--- config.mk ---
export PLATFORM = sky130hd
export DESIGN_NAME = multicycle_ctrl
export DESIGN_NICKNAME = d
export VERILOG_FILES = /design/src/rtl/multicycle_ctrl_pkg.sv /design/src/rtl/multicycle_ctrl_alu_decoder.sv /design/src/rtl/multicycle_ctrl.sv
export SDC_FILE = /design/constraint.sdc
export NUM_CORES = 1
export LEC_CHECK = 0
export CAP_MARGIN = 20
export CORE_ASPECT_RATIO = 1.2
export CORE_MARGIN = 2
export CORE_UTILIZATION = 40
export CTS_CLUSTER_DIAMETER = 60
export DETAILED_ROUTE_END_ITERATION = 7
export PLACE_DENSITY = 0.7
export SETUP_SLACK_MARGIN = 0.4
export SYNTH_ARGS = -nofsm -noshare
export SYNTH_HDL_FRONTEND = slang
export SYNTH_HIERARCHICAL = 1
export SYNTH_SLANG_ARGS = --single-unit
--- constraint.sdc ---
create_clock -name clk -period 5.3 [get_ports clk]
set_clock_uncertainty 0.15 [all_clocks]
set_input_delay 0.53 -clock clk [delete_from_list [all_inputs] [get_ports clk]]
set_output_delay 0.53 -clock clk [all_outputs]
set_load 0.005 [all_outputs]
--- src/rtl/multicycle_ctrl_pkg.sv ---
// ctrl_defs: state, datapath select, ALU and opcode encodings shared by the multicycle control unit.
package ctrl_defs;
    typedef enum logic [3:0] {
        FETCH, DECODE, MEMADR, MEMREAD, MEMWB, MEMWRITE,
        EXECR, EXECI, ALUWB, BEQ, JAL, TRAP
    } state_t;

    localparam logic [2:0] ALU_ADD = 3'b000;
    localparam logic [2:0] ALU_SUB = 3'b001;
    localparam logic [2:0] ALU_AND = 3'b010;
    localparam logic [2:0] ALU_OR  = 3'b011;
    localparam logic [2:0] ALU_SLT = 3'b101;

    localparam logic [1:0] ALUOP_ADD   = 2'b00;
    localparam logic [1:0] ALUOP_SUB   = 2'b01;
    localparam logic [1:0] ALUOP_FUNCT = 2'b10;

    localparam logic [1:0] IMM_I = 2'b00;
    localparam logic [1:0] IMM_S = 2'b01;
    localparam logic [1:0] IMM_B = 2'b10;
    localparam logic [1:0] IMM_J = 2'b11;

    localparam logic [1:0] RES_ALUOUT = 2'b00;
    localparam logic [1:0] RES_DATA   = 2'b01;
    localparam logic [1:0] RES_ALURES = 2'b10;

    localparam logic [1:0] SRCA_PC    = 2'b00;
    localparam logic [1:0] SRCA_OLDPC = 2'b01;
    localparam logic [1:0] SRCA_RS1   = 2'b10;

    localparam logic [1:0] SRCB_RS2  = 2'b00;
    localparam logic [1:0] SRCB_IMM  = 2'b01;
    localparam logic [1:0] SRCB_FOUR = 2'b10;

    localparam logic [6:0] OP_LOAD   = 7'b0000011;
    localparam logic [6:0] OP_STORE  = 7'b0100011;
    localparam logic [6:0] OP_RTYPE  = 7'b0110011;
    localparam logic [6:0] OP_ITYPE  = 7'b0010011;
    localparam logic [6:0] OP_BRANCH = 7'b1100011;
    localparam logic [6:0] OP_JAL    = 7'b1101111;
endpackage

--- src/rtl/multicycle_ctrl_alu_decoder.sv ---
// alu_decoder: maps ALUOp plus funct fields to an ALU operation, flagging unsupported funct3 codes.
module alu_decoder
    import ctrl_defs::*;
(
    input  logic [1:0] alu_op,
    input  logic [2:0] f3,
    input  logic       op5,
    input  logic       f7,
    output logic [2:0] alu_control,
    output logic       illegal
);
    always_comb begin
        illegal     = 1'b0;
        alu_control = alu_op == ALUOP_SUB ? ALU_SUB : ALU_ADD;
        if (alu_op == ALUOP_FUNCT) begin
            case (f3)
                3'b000:  alu_control = (op5 & f7) ? ALU_SUB : ALU_ADD;
                3'b010:  alu_control = ALU_SLT;
                3'b110:  alu_control = ALU_OR;
                3'b111:  alu_control = ALU_AND;
                default: illegal = 1'b1;
            endcase
        end
    end
endmodule

--- src/rtl/multicycle_ctrl.sv ---
// multicycle_ctrl: Moore FSM sequencing the shared RV32I-subset datapath, with memory stall handshake and retire counter.
module multicycle_ctrl
    import ctrl_defs::*;
(
    input  logic        clk,
    input  logic        rst_n,
    input  logic [6:0]  op,
    input  logic [2:0]  f3,
    input  logic        f7,
    input  logic        zero,
    input  logic        mem_ready,
    output logic        mem_req,
    output logic        memWrite,
    output logic        adrSrc,
    output logic        irWrite,
    output logic        pcWrite,
    output logic        regWrite,
    output logic [1:0]  resultSrc,
    output logic [1:0]  ALUSrcA,
    output logic [1:0]  ALUSrcB,
    output logic [1:0]  immSrc,
    output logic [2:0]  ALUControl,
    output logic        trap,
    output logic [31:0] instret
);
    state_t     state, state_nx;
    logic [1:0] alu_op;
    logic       illegal, retire;
    logic       req_c, mw_c, ir_c, pc_c, rw_c, trap_c;

    alu_decoder u_alu_decoder (
        .alu_op     (alu_op),
        .f3         (f3),
        .op5        (op[5]),
        .f7         (f7),
        .alu_control(ALUControl),
        .illegal    (illegal)
    );

    always_ff @(posedge clk or negedge rst_n) begin
        if (!rst_n) begin
            state   <= FETCH;
            instret <= '0;
        end else begin
            state   <= state_nx;
            instret <= instret + 32'(retire);
        end
    end

    always_comb begin
        state_nx  = state;
        req_c     = 1'b0;
        mw_c      = 1'b0;
        ir_c      = 1'b0;
        pc_c      = 1'b0;
        rw_c      = 1'b0;
        trap_c    = 1'b0;
        retire    = 1'b0;
        adrSrc    = 1'b0;
        resultSrc = RES_ALUOUT;
        ALUSrcA   = SRCA_PC;
        ALUSrcB   = SRCB_RS2;
        alu_op    = ALUOP_ADD;
        case (state)
            FETCH: begin
                req_c     = 1'b1;
                ALUSrcB   = SRCB_FOUR;
                resultSrc = RES_ALURES;
                ir_c      = mem_ready;
                pc_c      = mem_ready;
                state_nx  = mem_ready ? DECODE : FETCH;
            end
            DECODE: begin
                ALUSrcA  = SRCA_OLDPC;
                ALUSrcB  = SRCB_IMM;
                state_nx = (op == OP_LOAD || op == OP_STORE) ? MEMADR :
                           op == OP_RTYPE  ? EXECR :
                           op == OP_ITYPE  ? EXECI :
                           op == OP_BRANCH ? BEQ :
                           op == OP_JAL    ? JAL : TRAP;
            end
            MEMADR: begin
                ALUSrcA  = SRCA_RS1;
                ALUSrcB  = SRCB_IMM;
                state_nx = op[5] ? MEMWRITE : MEMREAD;
            end
            MEMREAD: begin
                adrSrc   = 1'b1;
                req_c    = 1'b1;
                state_nx = mem_ready ? MEMWB : MEMREAD;
            end
            MEMWB: begin
                resultSrc = RES_DATA;
                rw_c      = 1'b1;
                retire    = 1'b1;
                state_nx  = FETCH;
            end
            MEMWRITE: begin
                adrSrc   = 1'b1;
                req_c    = 1'b1;
                mw_c     = mem_ready;
                retire   = mem_ready;
                state_nx = mem_ready ? FETCH : MEMWRITE;
            end
            EXECR, EXECI: begin
                ALUSrcA  = SRCA_RS1;
                ALUSrcB  = state == EXECI ? SRCB_IMM : SRCB_RS2;
                alu_op   = ALUOP_FUNCT;
                state_nx = illegal ? TRAP : ALUWB;
            end
            ALUWB: begin
                rw_c     = 1'b1;
                retire   = 1'b1;
                state_nx = FETCH;
            end
            BEQ: begin
                ALUSrcA  = SRCA_RS1;
                alu_op   = ALUOP_SUB;
                pc_c     = zero;
                retire   = 1'b1;
                state_nx = FETCH;
            end
            JAL: begin
                ALUSrcA  = SRCA_OLDPC;
                ALUSrcB  = SRCB_FOUR;
                pc_c     = 1'b1;
                state_nx = ALUWB;
            end
            TRAP:    trap_c = 1'b1;
            default: state_nx = FETCH;
        endcase
    end

    assign immSrc = op == OP_STORE  ? IMM_S :
                    op == OP_BRANCH ? IMM_B :
                    op == OP_JAL    ? IMM_J : IMM_I;

    // Enables are squashed the instant reset falls so no partial write escapes.
    assign mem_req  = req_c & rst_n;
    assign memWrite = mw_c & rst_n;
    assign irWrite  = ir_c & rst_n;
    assign pcWrite  = pc_c & rst_n;
    assign regWrite = rw_c & rst_n;
    assign trap     = trap_c & rst_n;
endmodule

Word-level counts from Yosys, hierarchy flattened. Cells that the tools add are included.

Reductions and logical operators: 13. $add $sub $neg: 1. Eq/ne operators: 22. Bitwise logic cells: 7. Muxes and demuxes: 33.

Operators by type and width (number): $add 32x1->32 (1); $pmux 4 s8 (1); $eq 4x3->1 const B (4); $eq 4x4->1 const B (4); $eq 7x6->1 const B (2); $eq 7x7->1 const B (2); $mux 1 (13); $mux 3 (4); $mux 4 (3); $pmux 2 s2 (3); $pmux 3 s4 (1); $reduce_or 2->1 (6); $mux 2 (5); $eq 4x2->1 const B (2); $reduce_or 4->1 (2); $and 1x1->1 (7); $eq 7x2->1 const B (1); $eq 7x5->1 const B (1); $eq 3x3->1 const B (2); $pmux 2 s3 (1); $reduce_or 3->1 (2); $eq 4x1->1 const B (1); $logic_not 4->1 (1); $eq 3x2->1 const B (1); other kinds (6) (6).

Flip-flop bits (word level): 36. Bits of input ports: 15. Logic and storage cells: 78.

Depth between registers and ports, before layout. Gate-level depths: netlist of the first run.

Depth in word-level cells: 7. Depth in mapped cells: 12. Gate-level depth less buffers: 10.

Hierarchy. Netlist of the first run, hierarchy kept.

Modules (own cells, without submodules): multicycle_ctrl (cells each 199, area an instance 1983.2 sq um, times used 1); alu_decoder (cells each 12, area an instance 102.6 sq um, times used 1).

Least setup slack after synthesis of the first run. Ideal clock, no wire load.

Path type: flip-flop to flip-flop. Start: register state[2]. End: register instret[22]. Setup time: 0.125 ns. Data arrival time: 2.175 ns. Period minus slack after synthesis: 2.450 ns. Cell stages (with the launch flop): 13. Slack: 2.850 ns. Buffers on the path: 2. Path through: dfrtp_1 buf_2 inv_1 nor2_1 o21ai_0 a21oi_1 ha_1 ha_1 and4_4 and4_1 buf_6 nand4_1 xnor2_1.

Word-level cells in the longest chain between the ends: 4. Elaborated cells on any way between the ends: 7. Those cells by class: 1 x add/sub; 4 x eq/ne; 1 x mux; 1 x reduce/logical.

Ends and longest elaborated chain: from (decl) (RTL line multicycle_ctrl.sv:26) `state_t state, state_nx;`; from (signal assigned) (RTL line multicycle_ctrl.sv:45) `state <= state_nx;`; $eq 4x4->1 or $eq 4x3->1 (tied branches) (RTL line multicycle_ctrl.sv:64) `case (state)`; $reduce_or 3->1 (no line); $pmux 1 s2 (*) (RTL line multicycle_ctrl.sv:64); $add 32x1->32 (*) (RTL line multicycle_ctrl.sv:46) `instret <= instret + 32'(retire);`; to (signal assigned) (RTL line multicycle_ctrl.sv:46); to (decl) (RTL line multicycle_ctrl.sv:24) `output logic [31:0] instret`.

Mark *: on every way between the ends. The rest lies on a longest branch, timed or not. A chain may end at the register's enable or synchronous reset.

Final worst setup path of the first run.
Start: register state[1]. End: output port ALUControl[2].

Word-level cells in the longest chain between the ends: 5. Elaborated cells on any way between the ends: 7. Those cells by class: 4 x eq/ne; 2 x mux; 1 x reduce/logical.

Ends and longest elaborated chain: $eq 4x3->1 (RTL line multicycle_ctrl.sv:64); $reduce_or 2->1 (RTL line multicycle_ctrl.sv:64); $pmux 2 s2 (*) (RTL line multicycle_ctrl.sv:64); via alu_op[0] (RTL line multicycle_ctrl.sv:27) `logic [1:0] alu_op;`; $eq 2x2->1 (*) (RTL line multicycle_ctrl_alu_decoder.sv:15) `if (alu_op == ALUOP_FUNCT) begin`; $mux 3 (*) (RTL line multicycle_ctrl_alu_decoder.sv:15); to (decl) (RTL line multicycle_ctrl.sv:22) `output logic [2:0] ALUControl,`.

The timed path passes the listed nets; every way through them passes the cells marked *.

==> results of run 1 <==
==> per-stage QoR <==
stage	cell area (um^2)	hold WS, ns	cells	worst slack [ns]	util (%)
after floorplan	2090	0.0844	211	2.85	-
after global placement	2750	0.309	328	2.23	55.4
after detailed placement	2750	0.316	328	2.15	55.4
after CTS	2870	0.235	336	2.23	57.6
after global routing	2870	0.260	336	2.08	57.6
final	2870	0.205	336	2.24	57.6
==> cells by family after synthesis <==
| group | count (synthesis) |
|---|---|
| flip-flops | 36 |
| AO/OA/AOI/OAI | 25 |
| buffers and inverters | 11 |
| adder cells (fa/ha/maj) | 3 |
| XOR/XNOR | 32 |
| AND/OR/NAND/NOR | 104 |
==> power breakdown <==
group / internal [mW] / total, mW / switching, mW
registers: 0.310 / 0.390 / 0.0799
logic: 0.213 / 0.378 / 0.165
clock network: 0.139 / 0.243 / 0.104
total: 0.662 / 1.01 / 0.349
==> layout make-up <==
class                           count  area, um^2  area share [%]
Multi-Input combinational cell    164        1130            39.3
Sequential cell                    36         901            31.4
Timing Repair Buffer               64         636            22.2
Tap cell                           60        75.1            2.62
Clock buffer                        5        68.8            2.40
Clock inverter                      3        42.5            1.48
Inverter                            4        15.0           0.524
==> sequential cells by signal (all words and copies together) (netlist names) <==
register  cells
instret      32
state         4
==> path summary, 6_finish.rpt <==
kind | cells past startpoint | slack, ns | end
setup / recovery | 5 | 2.24 | ALUControl[2]
hold / removal | 1 | 0.20 | instret[28]
setup reg to reg | 10 | 2.36 | instret[22]
hold reg to reg | 1 | 0.32 | instret[31]
max in group asynchronous | 1 | 4.25 | instret[20]
min in group clk | 1 | 0.32 | instret[31]
==> cell usage in the layout, fill, tap and decap left out, drive strengths merged, types with 2 or more instances in the layout <==
cell type	synthesis	final
o21a	2	2
nor4	3	3
clkinv	1	2
ha	3	3
nand3b	2	2
and3	9	9
o221ai	2	2
clkbuf	1	5
nand3	18	18
o22ai	2	2
and4	7	7
o2bb2ai	2	2
inv	3	3
nor2	13	13
xnor2	28	28
nor3	8	8
dfrtp	36	36
xor2	4	4
a21oi	7	7
nand4	11	11
and2	3	3
a22o	2	2
clkdlybuf4s50	0	63
nand2b	9	9
o21ai	4	4
nand2	17	17
==> worst max-delay path, stage by stage (launching register included) <==
cell and delay, ns:
dfrtp_1 0.66, nand2b_1 0.34, nor2_1 0.13, nand2b_1 0.18, nor4b_2 0.22, clkdlybuf4s50_1 0.54
==> metal layers <==
layer / GRT usage (%) / routed length (um) / vias up
li1: - / - / 889
met1: 19.7 / 1980 / 869
met2: 30.0 / 2480 / 66
met3: 4.73 / 327 / 11
met4: 5.94 / 97 / 0
met5: 0 / 0 / -
==> flow_summary.ini, run 1 <==
[yosys]
synth_top_family_by_area = simple AND/OR/NAND/NOR gates
yosysTopAreaCell = dfrtp_1
synth.area.top_cells = dfrtp_1, xnor2_1, nand3_1, nand2_1, nand4_1
netlist.area_leader.share_pct = 43.2
synthAdderAreaFrac_pct = 1.80
yosys.area_share.simple_pct = 30.5
netlist_area_um2 = 2090
synthFlopType = dfrtp_1
synth_xor_area_share_pct = 13.4
synthCells = 211
synth_edf_count = 0
syn_area_per_cell_um2 = 9.89
yosys_warnings = 6
ys_async_sr_fraction_pct = 100
synth_seq_cells = 36
synth_common_cells = dfrtp_1, xnor2_1, nand2_1, nand3_1, nor2_1
synth_cell_types = 43
ys_seq_area_share_pct = 43.2
synth.mux.area_fraction_pct = 0
syn_nets = 229
synth_compound_area_share_pct = 8.34
yosysMostFrequentCell = dfrtp_1

[routing]
first_pass_iters = 4
vias_per_cell = 5.46
drt-initial-drc-count = 42
drc_errors = 0
vias = 1835
wl_per_cell_um = 14.6
antenna_left = 0
wirelength_um = 4890

[sta]
fin_crit_sh_pct = 57.7
grt_setup_unrepaired = no
max_freq_ghz = 0.327
tightestPinTransition_ns = 0.885
fin_setup_tns_ns = 0
slew_viol_final = 0
relSlewSlack_pct = 41.0
hold_violations = 0
period_needed_ns = 3.06
setup_viol = 0

[cts]
clkSinkCount = 36
cts-root-buf = clkbuf_8
cts_resized = 0
postCtsHoldBufs = 0
cts_tree = built
cts_made_buffers = 5
cts_setup_buffers = 0
htree_levels = 2
cts.clk_slew.worst_paths_ns = 0.08
insertion_delay_ns = 0.30
clockBufferDepth = 2

[grt]
grt_max_degree = 43
grt_usage_pct = 17.1
antenna_found_initial = 0
grt_pass1_vias = 1722
overflow = 0
grt_pass1_wl_um = 8140

[die]
die_w_um = 69.9
dieArea_um2 = 5810
core_area_um2 = 4970
start_util_pct = 41.9
rows = 28
die_y_um = 83.1
pin_count = 65

[final_layout]
nets = 293
syn_to_final_growth_pct = 37.4
layout-drive-gt1-share_pct = 6.88
antenna_cells = 0
fill_cells = 456

[run]
max-cap-violations = 0

[worst_setup_path]
critPathKind = flop to output port
critPathMaxFanout = 17
timing.rr.start = state[2]
startpoint = state[1]
arrival_ns = 2.38
end_kind = output port
cp-start-kind = flop
cp.required_ns = 4.62

[placed_design]
dpl.hpwl_um = 3660
gp_congestion = 0.837
port_buffers = 64

[min_path]
hold_class = input pin to asynchronous set/reset pin

[outcome]
status = finished clean

[power]
ir_worst_vdd_uv = 167
power_mw = 1.01
p_leak_nw = 1.16
power.density_nw_per_um2 = 353
Power figures use the tool's default switching activity.
==> inputs of run 2 (changes only) <==
==> constraint.sdc (replaced) <==
create_clock -name clk -period 3.1 [get_ports clk]
set_clock_uncertainty 0.15 [all_clocks]
set_input_delay 0.31 -clock clk [delete_from_list [all_inputs] [get_ports clk]]
set_output_delay 0.31 -clock clk [all_outputs]
set_load 0.005 [all_outputs]
==> run 2 against run 1 <==
  * Via count rose by 0.44%
  * Register-to-register slack worse by 1.7 ns
  * Critical path depth is the same
  * Critical path type unchanged
  * Critical endpoint is now ALUControl[0]
  * Highest routed layer unchanged
==> flow_summary.ini, run 2 (synthesis gave the netlist of run 1 again) <==
[sta]
max_freq_ghz = 0.393
period_needed_ns = 2.55
fin_crit_sh_pct = 82.1
fin_setup_tns_ns = 0
slew_viol_final = 0
relSlewSlack_pct = 72.8
tightestPinTransition_ns = 0.405
grt_setup_unrepaired = no
setup_viol = 0
hold_slack_ns = 0.284
hold_violations = 0

[worst_setup_path]
critPathKind = flop to output port
critPathMaxFanout = 8
cp-start-kind = flop
arrival_ns = 2.09
end_kind = output port
cp.required_ns = 2.64

[power]
power.density_nw_per_um2 = 606
p_leak_nw = 1.20
ir_worst_vdd_uv = 331

[cts]
cts.clk_slew.worst_paths_ns = 0.06
cts_setup_buffers = 0
clockBufferDepth = 2
htree_levels = 2
clkSinkCount = 36
cts-root-buf = clkbuf_8
cts_tree = built
insertion_delay_ns = 0.29
cts_made_buffers = 5

[grt]
grt_pass1_vias = 1828
grtUsageMet3_pct = 5.46
antenna_found_initial = 0
grt_usage_pct = 17.8
overflow = 0
grt_pass1_wl_um = 8360
busiest_layer = met2
grt_use_met1_pct = 20.1
met2_usage_pct = 30.7
grt_max_degree = 33

[die]
core_area_um2 = 4970
rows = 28
pin_count = 65
start_util_pct = 41.9
die_w_um = 69.9
die_y_um = 83.1
dieArea_um2 = 5810

[placed_design]
gp_congestion = 0.886
dpl.hpwl_um = 3690
dp_cells = 335
port_buffers = 64

[final_layout]
multiInputGateArea_um2 = 1130
top_regs = instret (32), state (4)
layout-drive-gt1-share_pct = 9.86
nets = 301
top_register = instret
syn_to_final_growth_pct = 40.5
final_cell_mix = clkdlybuf4s50_1, dfrtp_1, xnor2_1, nand2_1, nand3_1
fin_util_pct = 58.9
fill_cells = 452
regArea_um2 = 901
final_cells = 344
layout_commonest_cell = clkdlybuf4s50_1
largest_reg_flops = 32
antenna_cells = 0

[routing]
antenna_left = 0
drc_errors = 0
vias_per_cell = 5.36
vias = 1843
wirelength_um = 4950
wl_per_cell_um = 14.4
first_pass_iters = 4
drt-initial-drc-count = 96

[min_path]
hold_class = input pin to asynchronous set/reset pin

[outcome]
status = finished clean

[run]
max-cap-violations = 0
==> run 2: cell types whose count changed in the layout (fill, tap and decap cells not counted) <==
cell | before | now
clkbuf_1 | 0 | 1
and4_2 | 0 | 1
dlygate4sd3_1 | 0 | 1
nor2_2 | 0 | 1
nand2b_2 | 0 | 1
nor2_1 | 13 | 12
and4_1 | 5 | 4
buf_4 | 0 | 7
clkinvlp_4 | 1 | 0
nand2b_1 | 9 | 8
==> run 2: path summary, 6_finish.rpt <==
check                       startpoint            end  slack, ns  depth (start not counted)
setup / recovery              state[1]  ALUControl[0]       0.55                          5
hold / removal                   rst_n       state[3]       0.28                          2
setup reg to reg              state[2]    instret[24]       0.62                         10
hold reg to reg            instret[31]    instret[31]       0.32                          1
max in group asynchronous        rst_n     instret[0]       1.87                          3
min in group clk           instret[31]    instret[31]       0.32                          1
==> run 2: area by class of cell <==
type | instances | area share [%]
Clock buffer | 6 | 2.48
Tap cell | 60 | 2.56
Sequential cell | 36 | 30.7
Multi-Input combinational cell | 164 | 38.7
Clock inverter | 2 | 1.20
Timing Repair Buffer | 72 | 23.8
Inverter | 4 | 0.512
==> run 2: timing repair <==
item,CTS,global route
endpoints found under the setup margin,0,11
endpoints found under the hold margin,4,0
gates resized for setup,0,3
hold buffers,1,0
==> run 2: metrics by stage <==
| step | total power [mW] | setup slack (ns) | instance area (um^2) |
|---|---|---|---|
| floorplan | 0.996 | 0.650 | 2090 |
| global placement | 1.37 | 0.357 | 2810 |
| detailed placement | 1.37 | 0.324 | 2810 |
| CTS | 1.79 | 0.426 | 2920 |
| global route | 1.90 | 0.400 | 2930 |
| finish | 1.78 | 0.555 | 2930 |
==> run 2: metal layers <==
metal  routed length [um]  up-vias
met5                    0        -
met4                   90        0
met3                  348        6
met2                 2500       66
met1                 2010      863
li1                     -      908
==> run 2: where the power goes <==
part / switching [mW] / internal (mW)
Combinational: 0.361 / 0.408
Sequential: 0.0738 / 0.532
Clock: 0.164 / 0.239
Total: 0.599 / 1.18
==> run 2: critical path: stages (launching register included) <==
cell,delay [ns]
dfrtp_1,0.46
nand2b_2,0.29
nor2_2,0.19
nor2_1,0.07
a221oi_2,0.25
clkdlybuf4s50_1,0.54
==> inputs of run 3 (changes only) <==
--- a/config.mk
+++ b/config.mk
@@ -11,7 +11,7 @@
 export CORE_UTILIZATION = 40
 export CTS_CLUSTER_DIAMETER = 60
 export DETAILED_ROUTE_END_ITERATION = 7
-export PLACE_DENSITY = 0.7
+export PLACE_DENSITY = 0.73
 export SETUP_SLACK_MARGIN = 0.4
 export SYNTH_ARGS = -nofsm -noshare
 export SYNTH_HDL_FRONTEND = slang
==> constraint.sdc (replaced) <==
create_clock -name clk -period 2.2 [get_ports clk]
set_clock_uncertainty 0.15 [all_clocks]
set_input_delay 0.22 -clock clk [delete_from_list [all_inputs] [get_ports clk]]
set_output_delay 0.22 -clock clk [all_outputs]
set_load 0.005 [all_outputs]
==> run 3 against run 2 <==
  * The flow now finishes with violations (setup timing)
  * Sequential share of layout area fell by 3.7 points
  * Critical endpoint is now instret[14]
  * Sequential power grew 44%
  * Sequential cell count did not move
  * Worst setup slack worse by 0.61 ns
  * Global-route usage increased by 1.8 points
  * Highest routed layer unchanged
  * First-iteration DRC count is 19% higher
==> flow_summary.ini, run 3 (synthesis gave the netlist of run 1 again) <==
[sta]
tightestPinTransition_ns = 0.376
fin_setup_tns_ns = -0.321
hold_violations = 0
grt_setup_unrepaired = yes
setup_slack_ns = -0.0580
slew_viol_final = 0
period_needed_ns = 2.26
relSlewSlack_pct = 74.8
max_freq_ghz = 0.443
setup_viol = 12
fin_crit_sh_pct = 103

[final_layout]
fill_cells = 404
top_register = instret
layout_commonest_cell = clkdlybuf4s50_1
final_cell_mix = clkdlybuf4s50_1, dfrtp_1, xnor2_1, buf_4, nand3_1
final_cells = 376
antenna_cells = 0
fin_util_pct = 67.1
largest_reg_flops = 32
syn_to_final_growth_pct = 60.1
top_regs = instret (32), state (4)
nets = 333
layout-drive-gt1-share_pct = 33.9

[worst_setup_path]
arrival_ns = 2.29
crit_slowest_cell = dfrtp_2
end_kind = flop
critPathMaxFanout = 5
cpMostUsedCell = and4_4
cp.required_ns = 2.23
slowest_delay_ns = 0.44
critPathKind = flop to flop
crit_chain = nor2_4, o21ai_2, a21oi_2, ha_2, ha_4, and4_4, and4_4, buf_4, nand3_1, xnor2_1
cp-start-kind = flop

[routing]
wl_per_cell_um = 15.5
vias_per_cell = 5.42
antenna_left = 0
first_pass_iters = 4
met1_length_um = 2340
vias = 2037
met2WireLength_um = 3070
routed.top_layer = met4
drt-initial-drc-count = 114
wl_met3_um = 356
wirelength_um = 5810
drc_errors = 0

[cts]
cts_tree = built
clkSinkCount = 36
cts.clk_slew.worst_paths_ns = 0.07
clockBufferDepth = 2
htree_levels = 2
insertion_delay_ns = 0.29
cts-root-buf = clkbuf_8
cts_made_buffers = 5

[die]
core_area_um2 = 4970
pin_count = 65
die_y_um = 83.1
dieArea_um2 = 5810
start_util_pct = 41.9
die_w_um = 69.9
rows = 28

[power]
p_comb_share_pct = 54.5
seqPwrFrac_pct = 29.1
internal_power_mw = 1.88
ir_worst_vdd_uv = 497
sw_frac_of_total_pct = 37.0
pwr-share-clk_pct = 16.4
p_leak_nw = 1.45
power.density_nw_per_um2 = 895
power_switching_mw = 1.10

[outcome]
violations = setup timing
status = complete, but fails checks

[grt]
grt_usage_pct = 19.6
overflow = 0
antenna_found_initial = 0
grt_pass1_vias = 1968
grt_max_degree = 30
grt_pass1_wl_um = 9180

[placed_design]
dpl.hpwl_um = 3770
dp_cells = 348
gp_congestion = 0.836
port_buffers = 64

[run]
max-cap-violations = 0

[min_path]
hold_class = input pin to flop
==> run 3: metal layers <==
| layer | up-vias | GRT usage (%) |
|---|---|---|
| met4 | 0 | 6.29 |
| li1 | 962 | - |
| met1 | 993 | 22.7 |
| met3 | 4 | 4.98 |
| met2 | 78 | 35.0 |
| met5 | - | 0 |
==> run 3: timing repair <==
item                                   in CTS  in global routing
setup endpoints to repair                  43                 46
pin swaps                                  20                 24
endpoints found under the hold margin       7                  0
hold buffers                                2                  0
setup buffers                              11                  5
resized for setup                          87                 24
gates cloned                                2                  0
==> run 3: critical path, delay by kind of cell (launching register included) <==
| kind | cells | cell delay, ns |
|---|---|---|
| and+or+nand+nor | 4 | 0.70 |
| DFF | 1 | 0.44 |
| AOI/OAI and AO/OA | 2 | 0.22 |
| xor gates and xnor gates | 1 | 0.14 |
| buffers and inverters | 1 | 0.15 |
| adders and majority gates | 2 | 0.34 |
==> run 3: worst paths after layout <==
path	startpoint	to	slack (ns)	cells after the start
max reg2reg	state[3]	instret[14]	-0.06	10
min in group asynchronous	rst_n	instret[1]	0.35	2
min reg2reg	instret[31]	instret[31]	0.33	1
max in group asynchronous	rst_n	instret[21]	1.14	3
max	state[3]	instret[14]	-0.06	10
min	op[1]	state[2]	0.20	3
==> run 3: per-stage QoR <==
stage               worst slack [ns]  hold slack, ns  area, um^2  total power, mW
detailed placement            -0.216         -0.0345        2940             2.05
finish                       -0.0580           0.197        3340             2.99
global route                  -0.156           0.230        3340             3.17
CTS                          -0.0446           0.329        3260             2.81
global placement              -0.165         -0.0373        2940             2.04
floorplan                    -0.0942          -0.226        2130             1.47
==> run 3: power groups by stage <==
| stage | Combinational [mW] | Sequential [mW] | Clock (mW) |
|---|---|---|---|
| floorplan | 0.624 | 0.849 | 0 |
| global placement | 1.17 | 0.871 | 0 |
| detailed placement | 1.18 | 0.873 | 0 |
| CTS | 1.45 | 0.865 | 0.501 |
| global route | 1.75 | 0.880 | 0.538 |
| finish | 1.63 | 0.870 | 0.490 |
==> run 3: area by class of cell <==
class	instances	area, um^2	share of cell area [%]
multi-input cells	164	1320	39.5
well taps	60	75.1	2.25
repair buffers	104	932	27.9
flip-flops and latches	36	903	27.1
clock inverters	1	7.51	0.225
clock buffers	7	86.3	2.59
inverters	4	15.0	0.450
